## config.mk

```make
export PLATFORM = sky130hd
export DESIGN_NAME = pc_fetch
export DESIGN_NICKNAME = d
export VERILOG_FILES = /design/src/rtl/pc_fetch.sv
export SDC_FILE = /design/constraint.sdc
export NUM_CORES = 1
export LEC_CHECK = 0
export CAP_MARGIN = 20
export CORE_MARGIN = 2
export CORE_UTILIZATION = 43
export CTS_CLUSTER_DIAMETER = 80
export CTS_CLUSTER_SIZE = 10
export DETAILED_ROUTE_END_ITERATION = 6
export HOLD_SLACK_MARGIN = 0.15
export PLACE_DENSITY = 0.89
export REMOVE_ABC_BUFFERS = 1
export SLEW_MARGIN = 40
export SYNTH_ARGS = -nofsm -noshare
export SYNTH_HDL_FRONTEND = slang
export SYNTH_SLANG_ARGS = --single-unit
```

## constraint.sdc

```tcl
create_clock -name clk -period 1.64 [get_ports clk]
set_input_delay 0.328 -clock clk [delete_from_list [all_inputs] [get_ports clk]]
set_output_delay 0.328 -clock clk [all_outputs]
set_load 0.03 [all_outputs]
```

## src/rtl/pc_fetch.sv

```systemverilog
// -----------------------------------------------------------------------------
// pc_fetch -- program-counter / instruction-fetch stage.
//
// Issues one instruction-memory request per cycle at addr_q and captures the
// returned word into the IF/ID register.
// * A stall drops the returned word so the same address is fetched again.
// * A jump redirects the PC.
// * A jump that arrives while a request is still unanswered parks its target
//   in tgt_q. The stage then waits in DRAIN until that answer has been
//   discarded.
//
// Optional build macro: PC_FETCH_CNT_EN
//   Defined:   fetch_cnt counts captured instructions and squash_cnt counts
//              discarded responses.
//   Undefined: both counters are tied to zero and no counter logic is built.
//
// Ports
//   clk, rst                 clock, synchronous active-high reset
//   jump_en, jump_addr       redirect request and its target
//   stall                    hold IF/ID (ignored when jump_en=1)
//   imem_req, imem_addr      instruction-memory request and address
//   imem_ack, imem_rdata     memory response strobe and data
//   if_instr, if_pc          IF/ID instruction and its address
//   if_valid                 if_instr is live
//   flush                    combinational copy of jump_en (0 in reset)
//   fetch_cnt, squash_cnt    32-bit performance counters
// -----------------------------------------------------------------------------
module pc_fetch #(
  parameter int unsigned            PC_WIDTH   = 16,
  parameter int unsigned            INST_WIDTH = 16,
  parameter logic [PC_WIDTH-1:0]    RESET_PC   = 16'h0000
) (
  input  logic                  clk,
  input  logic                  rst,
  input  logic                  jump_en,
  input  logic [PC_WIDTH-1:0]   jump_addr,
  input  logic                  stall,
  output logic                  imem_req,
  output logic [PC_WIDTH-1:0]   imem_addr,
  input  logic                  imem_ack,
  input  logic [INST_WIDTH-1:0] imem_rdata,
  output logic [INST_WIDTH-1:0] if_instr,
  output logic [PC_WIDTH-1:0]   if_pc,
  output logic                  if_valid,
  output logic                  flush,
  output logic [31:0]           fetch_cnt,
  output logic [31:0]           squash_cnt
);

  typedef enum logic [0:0] {
    ST_FETCH = 1'b0,
    ST_DRAIN = 1'b1
  } state_e;

  localparam logic [PC_WIDTH-1:0] PC_ONE = {{(PC_WIDTH-1){1'b0}}, 1'b1};

  state_e                  state_q, state_d;
  logic [PC_WIDTH-1:0]     addr_q, addr_d;
  logic [PC_WIDTH-1:0]     tgt_q, tgt_d;
  logic [INST_WIDTH-1:0]   instr_q, instr_d;
  logic [PC_WIDTH-1:0]     pc_q, pc_d;
  logic                    valid_q, valid_d;

  // Both states keep a request outstanding at addr_q; reset suppresses it.
  assign imem_req  = ~rst;
  assign imem_addr = addr_q;
  assign flush     = rst ? 1'b0 : jump_en;
  assign if_instr  = instr_q;
  assign if_pc     = pc_q;
  assign if_valid  = valid_q;

  // Next-state and IF/ID update logic.
  always_comb begin
    state_d = state_q;
    addr_d  = addr_q;
    tgt_d   = tgt_q;
    instr_d = instr_q;
    pc_d    = pc_q;
    valid_d = valid_q;
    case (state_q)
      ST_FETCH: begin
        if (jump_en) begin
          // A jump overrides stall and kills whatever sits in IF/ID.
          valid_d = 1'b0;
          if (imem_ack) begin
            addr_d = jump_addr;
          end else begin
            // The request at addr_q is still in flight: keep presenting it
            // until answered, then redirect.
            tgt_d   = jump_addr;
            state_d = ST_DRAIN;
          end
        end else if (imem_ack) begin
          if (stall) begin
            // Drop the word; addr_q unchanged so it is fetched again.
            addr_d = addr_q;
          end else begin
            instr_d = imem_rdata;
            pc_d    = addr_q;
            valid_d = 1'b1;
            addr_d  = addr_q + PC_ONE;
          end
        end else begin
          addr_d = addr_q;
        end
      end
      ST_DRAIN: begin
        if (jump_en) begin
          valid_d = 1'b0;
        end else begin
          valid_d = valid_q;
        end
        if (imem_ack) begin
          // The stale response is discarded; the newest jump target wins.
          addr_d  = jump_en ? jump_addr : tgt_q;
          state_d = ST_FETCH;
        end else if (jump_en) begin
          tgt_d = jump_addr;
        end else begin
          tgt_d = tgt_q;
        end
      end
      default: begin
        state_d = ST_FETCH;
      end
    endcase
  end

  // State and IF/ID registers.
  always_ff @(posedge clk) begin
    if (rst) begin
      state_q <= ST_FETCH;
      addr_q  <= RESET_PC;
      tgt_q   <= '0;
      instr_q <= '0;
      pc_q    <= '0;
      valid_q <= 1'b0;
    end else begin
      state_q <= state_d;
      addr_q  <= addr_d;
      tgt_q   <= tgt_d;
      instr_q <= instr_d;
      pc_q    <= pc_d;
      valid_q <= valid_d;
    end
  end

`ifdef PC_FETCH_CNT_EN
  logic        fetch_inc, squash_inc;
  logic [31:0] fetch_cnt_q, fetch_cnt_d;
  logic [31:0] squash_cnt_q, squash_cnt_d;

  // Count captures and every response that is dropped (stall, jump, drain).
  always_comb begin
    fetch_inc    = (state_q == ST_FETCH) && imem_ack && !stall && !jump_en;
    squash_inc   = imem_ack && ((state_q == ST_DRAIN) || jump_en || stall);
    fetch_cnt_d  = fetch_cnt_q  + {31'd0, fetch_inc};
    squash_cnt_d = squash_cnt_q + {31'd0, squash_inc};
  end

  // Counter registers; they wrap at 2^32.
  always_ff @(posedge clk) begin
    if (rst) begin
      fetch_cnt_q  <= 32'd0;
      squash_cnt_q <= 32'd0;
    end else begin
      fetch_cnt_q  <= fetch_cnt_d;
      squash_cnt_q <= squash_cnt_d;
    end
  end

  assign fetch_cnt  = fetch_cnt_q;
  assign squash_cnt = squash_cnt_q;
`else
  assign fetch_cnt  = 32'd0;
  assign squash_cnt = 32'd0;
`endif

endmodule

```

==> results.py, run 1 <==
metrics = {
    "place": {
        "pre_cts_ws_ps": -399,
        "post-dp-hpwl_um": 6550,
        "place_inst": 649,
        "io_buffers": 87,
        "finalWeightedCongestion": 0.912,
    },
    "worst_setup_path": {
        "critPathMaxFanout": 8,
        "crit_path_start_kind": "input pin",
        "critPathRequiredTime_ps": 1850,
        "r2r_slack_ps": 120,
        "worstSetupPathType": "input pin to flip-flop",
        "end_kind": "flip-flop",
        "critical_path_arrival_ps": 1810,
        "reg2reg_depth": 5,
        "r2r_end": "imem_addr[12]",
        "r2r_start": "imem_addr[1]",
        "critical_path.endpoint": "imem_addr[5]",
        "crit_start": "stall",
    },
    "drt": {
        "detail-route-antenna-nets": 0,
        "vias": 3376,
        "routedWlPerCell_um": 13.5,
        "drtPass1Iterations": 5,
        "wl_um": 9030,
        "viasPerCell": 5.05,
        "drc_errors": 0,
        "drtIter0Drc": 239,
    },
    "timing": {
        "rsz0062_at_grt": "true",
        "finalSetupViolCount": 0,
        "fin_tns_setup_ps": 0,
        "hold_viol": 0,
        "finClkSkew_ps": 9.49,
        "period_minus_slack_ps": 1590,
        "slew_headroom": 0.649,
        "whs_ps": 331,
        "fin_ws_ps": 45.6,
        "max_freq_mhz": 627,
        "slew_violations": 0,
        "period_share": 0.972,
        "tightest_slew_ps": 526,
    },
    "pwr": {
        "power.internal_w": 0.00253,
        "irDropWorstVdd_mv": 0.358,
        "sequentialPowerShare": 0.458,
        "p_per_area_mw_per_mm2": 824,
        "total_power_w": 0.00373,
        "p_leak_nw": 2.01,
        "p_comb_frac": 0.219,
        "p_sw_frac": 0.322,
        "clkPwrFrac": 0.323,
        "power_switching_w": 0.00120,
    },
    "synth": {
        "synth_commonest_cells": "nand2_1, dfxtp_1, buf_4",
        "synth_cell_types": 52,
        "synth.top_cell.area_share": 0.376,
        "synthCells": 461,
        "synth_top_family_by_area": "simple AND/OR/NAND/NOR gates",
        "synth-seq-area-share": 0.376,
        "synthMuxAreaShare": 0.0142,
        "synthArstFlopShare": 0,
        "yosys.area_share.adder": 0.00356,
        "ys.flop_type": "dfxtp_1",
        "synthTopCellsByArea": "dfxtp_1, buf_4, nand2_1",
        "synth_edf_count": 0,
        "synth.avg_cell_area_um2": 7.62,
        "synth_top_area_cell": "dfxtp_1",
        "synth_xor_area_frac": 0.00249,
        "syn_area_mm2": 0.00351,
        "synth-compound-area-share": 0.177,
        "yosysWarnings": 0,
        "yosys.cell_count.top_type": "nand2_1",
        "synthSimpleGateAreaFrac": 0.228,
        "ys_ff_latch": 66,
    },
    "hold_path": {
        "whs_path_depth": 2,
        "holdCritStartpoint": "rst",
        "hold_class": "input pin to flip-flop",
    },
    "grt": {
        "grt_start_max_net_pins": 57,
        "antenna_found_initial": 0,
        "grt_pass1_vias": 3128,
        "grt_first_pass_wirelength_um": 14300,
        "grt_usage": 0.203,
        "gr-total-overflow": 0,
    },
    "die": {
        "rows": 32,
        "coreArea_mm2": 0.00781,
        "die_w_um": 94.4,
        "die_y_um": 94.4,
        "ios": 152,
        "initial_core_util": 0.450,
        "dieArea_mm2": 0.00891,
    },
    "cells_and_area": {
        "nNetsFinal": 600,
        "drive_gt1_frac": 0.118,
        "insertedDiodeCount": 0,
        "synthToLayoutAreaGrowth_pct": 29.0,
        "fin_cells": 669,
        "fillers": 702,
    },
    "clock_network": {
        "clk_latency_ps": 340,
        "clockBufferDepth": 2,
        "cts_buffers": 9,
        "clk_pin_slew_ps": 80,
        "cts.sinks": 66,
        "htreeDepth": 3,
        "root_buffer": "clkbuf_8",
        "cts_tree": "yes",
        "cts_hold_buf": 0,
    },
    "run_status": {
        "status": "completed",
    },
    "flow_run": {
        "drv_cap": 0,
    },
}
## worst min path at each step
stage | end | slack, ps
4_1_cts | if_pc[12] | 310
3_5_place_dp | if_instr[1] | 450
6_report | if_pc[12] | 330
5_1_grt | if_instr[10] | 350
3_3_place_gp | tgt_q[12] | 440
2_1_floorplan | if_valid | 390
## state kept, by name (all words and copies together), names as in the netlist
| register | count |
|---|---|
| state_q | 1 |
| tgt_q | 16 |
| if_instr | 16 |
| if_pc | 16 |
| if_valid | 1 |
| imem_addr | 16 |
## layer usage
metal  GRT usage  up-vias  routed length [um]
li1            -     1620                   -
met1       0.229     1549                3600
met2       0.371      188                4490
met3      0.0383       19                 729
met4      0.0894        0                 209
met5           0        -                   0
## timing repair
item,CTS,global route
buffers inserted,4,0
setup endpoints to repair,52,8
resized for setup,51,7
pin swaps,0,1
## power groups by stage
stage / registers [W] / clock network, W / logic (W)
after detailed placement: 0.00175 / 0 / 0.000824
after floorplan: 0.00183 / 0 / 0.000372
after global placement: 0.00174 / 0 / 0.000809
after CTS: 0.00171 / 0.00124 / 0.000808
final: 0.00171 / 0.00121 / 0.000819
after global routing: 0.00172 / 0.00131 / 0.000878
## per-stage QoR
stage          utilization  cell area (um2)
3_3_place_gp         0.559             4370
2_1_floorplan            -             3070
5_1_grt              0.580             4530
3_5_place_dp         0.559             4370
6_report             0.580             4530
4_1_cts              0.578             4510
## worst max-delay path: stages
cell	delay [ps]
clkdlybuf4s50_1	510
or3b_4	420
and2_4	200
buf_12	140
a21oi_1	140
a311oi_1	60
## cells in the final DEF (no fill, tap or decap), types with 9 or more instances in the layout
master,synthesis,routed
o21ai_0,15,14
a21oi_1,64,64
nor2_1,9,9
nand2_1,121,120
nand3_1,9,9
dfxtp_1,66,64
buf_4,65,36
dlygate4sd2_1,0,50
clkbuf_8,0,10
conb_1,1,64
clkdlybuf4s50_1,0,34
## final cells by class
type                       instances  area, um2  area share
timing repair buffer             126       1140       0.253
clock buffer                      12        145      0.0320
sequential                        66       1320       0.292
tap                              102        128      0.0282
inverter                           3       11.3     0.00249
clock inverter                     4       27.5     0.00608
multi-input combinational        356       1750       0.386
## kinds of logic (layout without fill, tap and decap cells)
group / after synthesis / count (layout)
AO/OA/AOI/OAI: 107 / 107
adder cells (fa/ha/maj): 1 / 1
buffers and inverters: 102 / 145
AND/OR/NAND/NOR: 178 / 178
other: 1 / 64
flip-flops: 66 / 66
XOR/XNOR: 1 / 1
multiplexers: 5 / 5
Note: power is estimated with default switching activity, not from simulation.
==> run 2, diff against run 1 <==
CORE_MARGIN = 10   (was 2)
==> run 2 against run 1 <==
- total power grew 5.5%
- critical endpoint is now imem_addr[2]
- largest power group unchanged
- setup slack gained 9.7 ps
- utilization shrank 0.12 points
- highest routed layer unchanged
- fmax grew 0.61%
==> results.py, run 2 (same netlist as run 1, synthesis figures left out) <==
metrics = {
    "run_status": {
        "status": "completed",
    },
    "die": {
        "die_y_um": 110,
        "initial_core_util": 0.448,
        "dieArea_mm2": 0.0122,
        "rows": 32,
        "ios": 152,
        "die_w_um": 110,
        "coreArea_mm2": 0.00785,
    },
    "grt": {
        "grt_first_pass_wirelength_um": 16200,
        "grt_pass1_vias": 3279,
        "antenna_found_initial": 0,
        "grt_usage": 0.165,
        "gr-total-overflow": 0,
        "grt_start_max_net_pins": 46,
    },
    "place": {
        "post-dp-hpwl_um": 7830,
        "io_buffers": 87,
        "finalWeightedCongestion": 0.913,
        "pre_cts_ws_ps": -320,
        "place_inst": 650,
        "placed_area_mm2": 0.00436,
    },
    "clock_network": {
        "cts_hold_buf": 0,
        "clk_pin_slew_ps": 80,
        "clockBufferDepth": 2,
        "htreeDepth": 3,
        "cts.sinks": 66,
        "clk_latency_ps": 350,
        "cts_buffers": 9,
        "root_buffer": "clkbuf_8",
        "cts_tree": "yes",
    },
    "cells_and_area": {
        "nNetsFinal": 600,
        "drive_gt1_frac": 0.120,
        "synthToLayoutAreaGrowth_pct": 29.3,
        "fin_cells": 669,
        "layout_commonest_cell": "nand2_1",
        "fillers": 720,
        "insertedDiodeCount": 0,
        "final_cell_mix": "nand2_1, dfxtp_1, a21oi_1, conb_1, dlygate4sd2_1",
        "fin_util": 0.579,
        "final_area_mm2": 0.00454,
    },
    "pwr": {
        "clkPwrFrac": 0.357,
        "power.internal_w": 0.00268,
        "p_comb_frac": 0.209,
        "p_leak_nw": 2.02,
        "p_sw_frac": 0.320,
        "sequentialPowerShare": 0.434,
        "p_per_area_mw_per_mm2": 867,
        "power_switching_w": 0.00126,
        "irDropWorstVdd_mv": 0.380,
    },
    "timing": {
        "hold_viol": 0,
        "period_share": 0.966,
        "finalSetupViolCount": 0,
        "finClkSkew_ps": 8.01,
        "max_freq_mhz": 631,
        "fin_tns_setup_ps": 0,
        "rsz0062_at_grt": "false",
        "period_minus_slack_ps": 1580,
        "fin_ws_ps": 55.3,
        "slew_violations": 0,
    },
    "drt": {
        "drc_errors": 0,
        "detail-route-antenna-nets": 0,
        "vias": 3326,
        "wl_um": 10400,
        "routedWlPerCell_um": 15.6,
        "drtIter0Drc": 285,
        "viasPerCell": 4.97,
        "drtPass1Iterations": 5,
    },
    "worst_setup_path": {
        "crit_path_cell_trace": "clkdlybuf4s15_1",
        "critPathRequiredTime_ps": 1310,
        "critPathMaxFanout": 8,
        "critical_path.top_delay_family": "flip-flops",
        "end_kind": "output pin",
        "crit_path_max_incr_delay_ps": 480,
        "critical_path_arrival_ps": 1260,
        "worstSetupPathType": "flip-flop to output pin",
        "cp_num_buf_inv": 1,
        "cp_slowest_cell": "dfxtp_1",
        "crit_path_start_kind": "flip-flop",
    },
    "flow_run": {
        "drv_cap": 0,
    },
    "hold_path": {
        "hold_class": "input pin to flip-flop",
    },
}
run 2: cell count changes in the layout (fill, tap and decap cells not counted), sizes merged:
| cell | before | now |
|---|---|---|
| dlymetal6s2s | 0 | 1 |
| clkbuf | 12 | 10 |
| bufinv | 0 | 1 |
| clkdlybuf4s15 | 0 | 2 |
| clkinv | 2 | 3 |
| dlygate4sd2 | 50 | 47 |
run 2: cell type report:
class | count | area [um2] | area share
Clock buffer | 10 | 138 | 0.0303
Inverter | 3 | 11.3 | 0.00248
Clock inverter | 6 | 66.3 | 0.0146
Sequential cell | 66 | 1320 | 0.291
Multi-Input combinational cell | 356 | 1740 | 0.383
Tap cell | 102 | 128 | 0.0281
Timing Repair Buffer | 126 | 1140 | 0.251
run 2: routing by layer:
metal	track usage	vias up	routed length, um
met1	0.184	1508	3970
met2	0.285	174	5110
met3	0.0354	18	1060
met5	0	-	0
li1	-	1626	-
met4	0.0954	0	264
run 2: repair_timing:
action                                  in CTS  in global routing
cloned                                       0                  0
endpoints found under the setup margin      50                 27
gates resized for setup                     51                  8
buffers inserted                             3                  0
run 2: power by group through the flow:
| stage | clock network [W] | logic, W | registers [W] |
|---|---|---|---|
| 6_report | 0.00141 | 0.000822 | 0.00171 |
| 3_5_place_dp | 0 | 0.000827 | 0.00175 |
| 5_1_grt | 0.00150 | 0.000879 | 0.00172 |
| 4_1_cts | 0.00143 | 0.000809 | 0.00171 |
| 2_1_floorplan | 0 | 0.000372 | 0.00183 |
| 3_3_place_gp | 0 | 0.000810 | 0.00174 |
run 2: final timing paths:
check                 endpoint  slack [ps]  cells after the start         start
setup / recovery  imem_addr[2]          60                      1  imem_addr[2]
hold / removal       tgt_q[11]         440                      3           rst
setup reg to reg  imem_addr[6]          90                      6  imem_addr[0]
hold reg to reg    if_instr[6]         450                      2   if_instr[6]
run 2: through the flow:
stage | hold slack, ps | total power (W)
finish | 440 | 0.00394
CTS | 428 | 0.00395
global placement | 438 | 0.00255
floorplan | 390 | 0.00221
detailed placement | 447 | 0.00257
global route | 465 | 0.00409
run 2: worst register-to-register path: stages (launching register included):
cell,delay [ps]
dfxtp_1,390
ha_1,180
buf_4,120
nand3_1,160
o41ai_1,290
nand3_1,170
a21oi_1,180
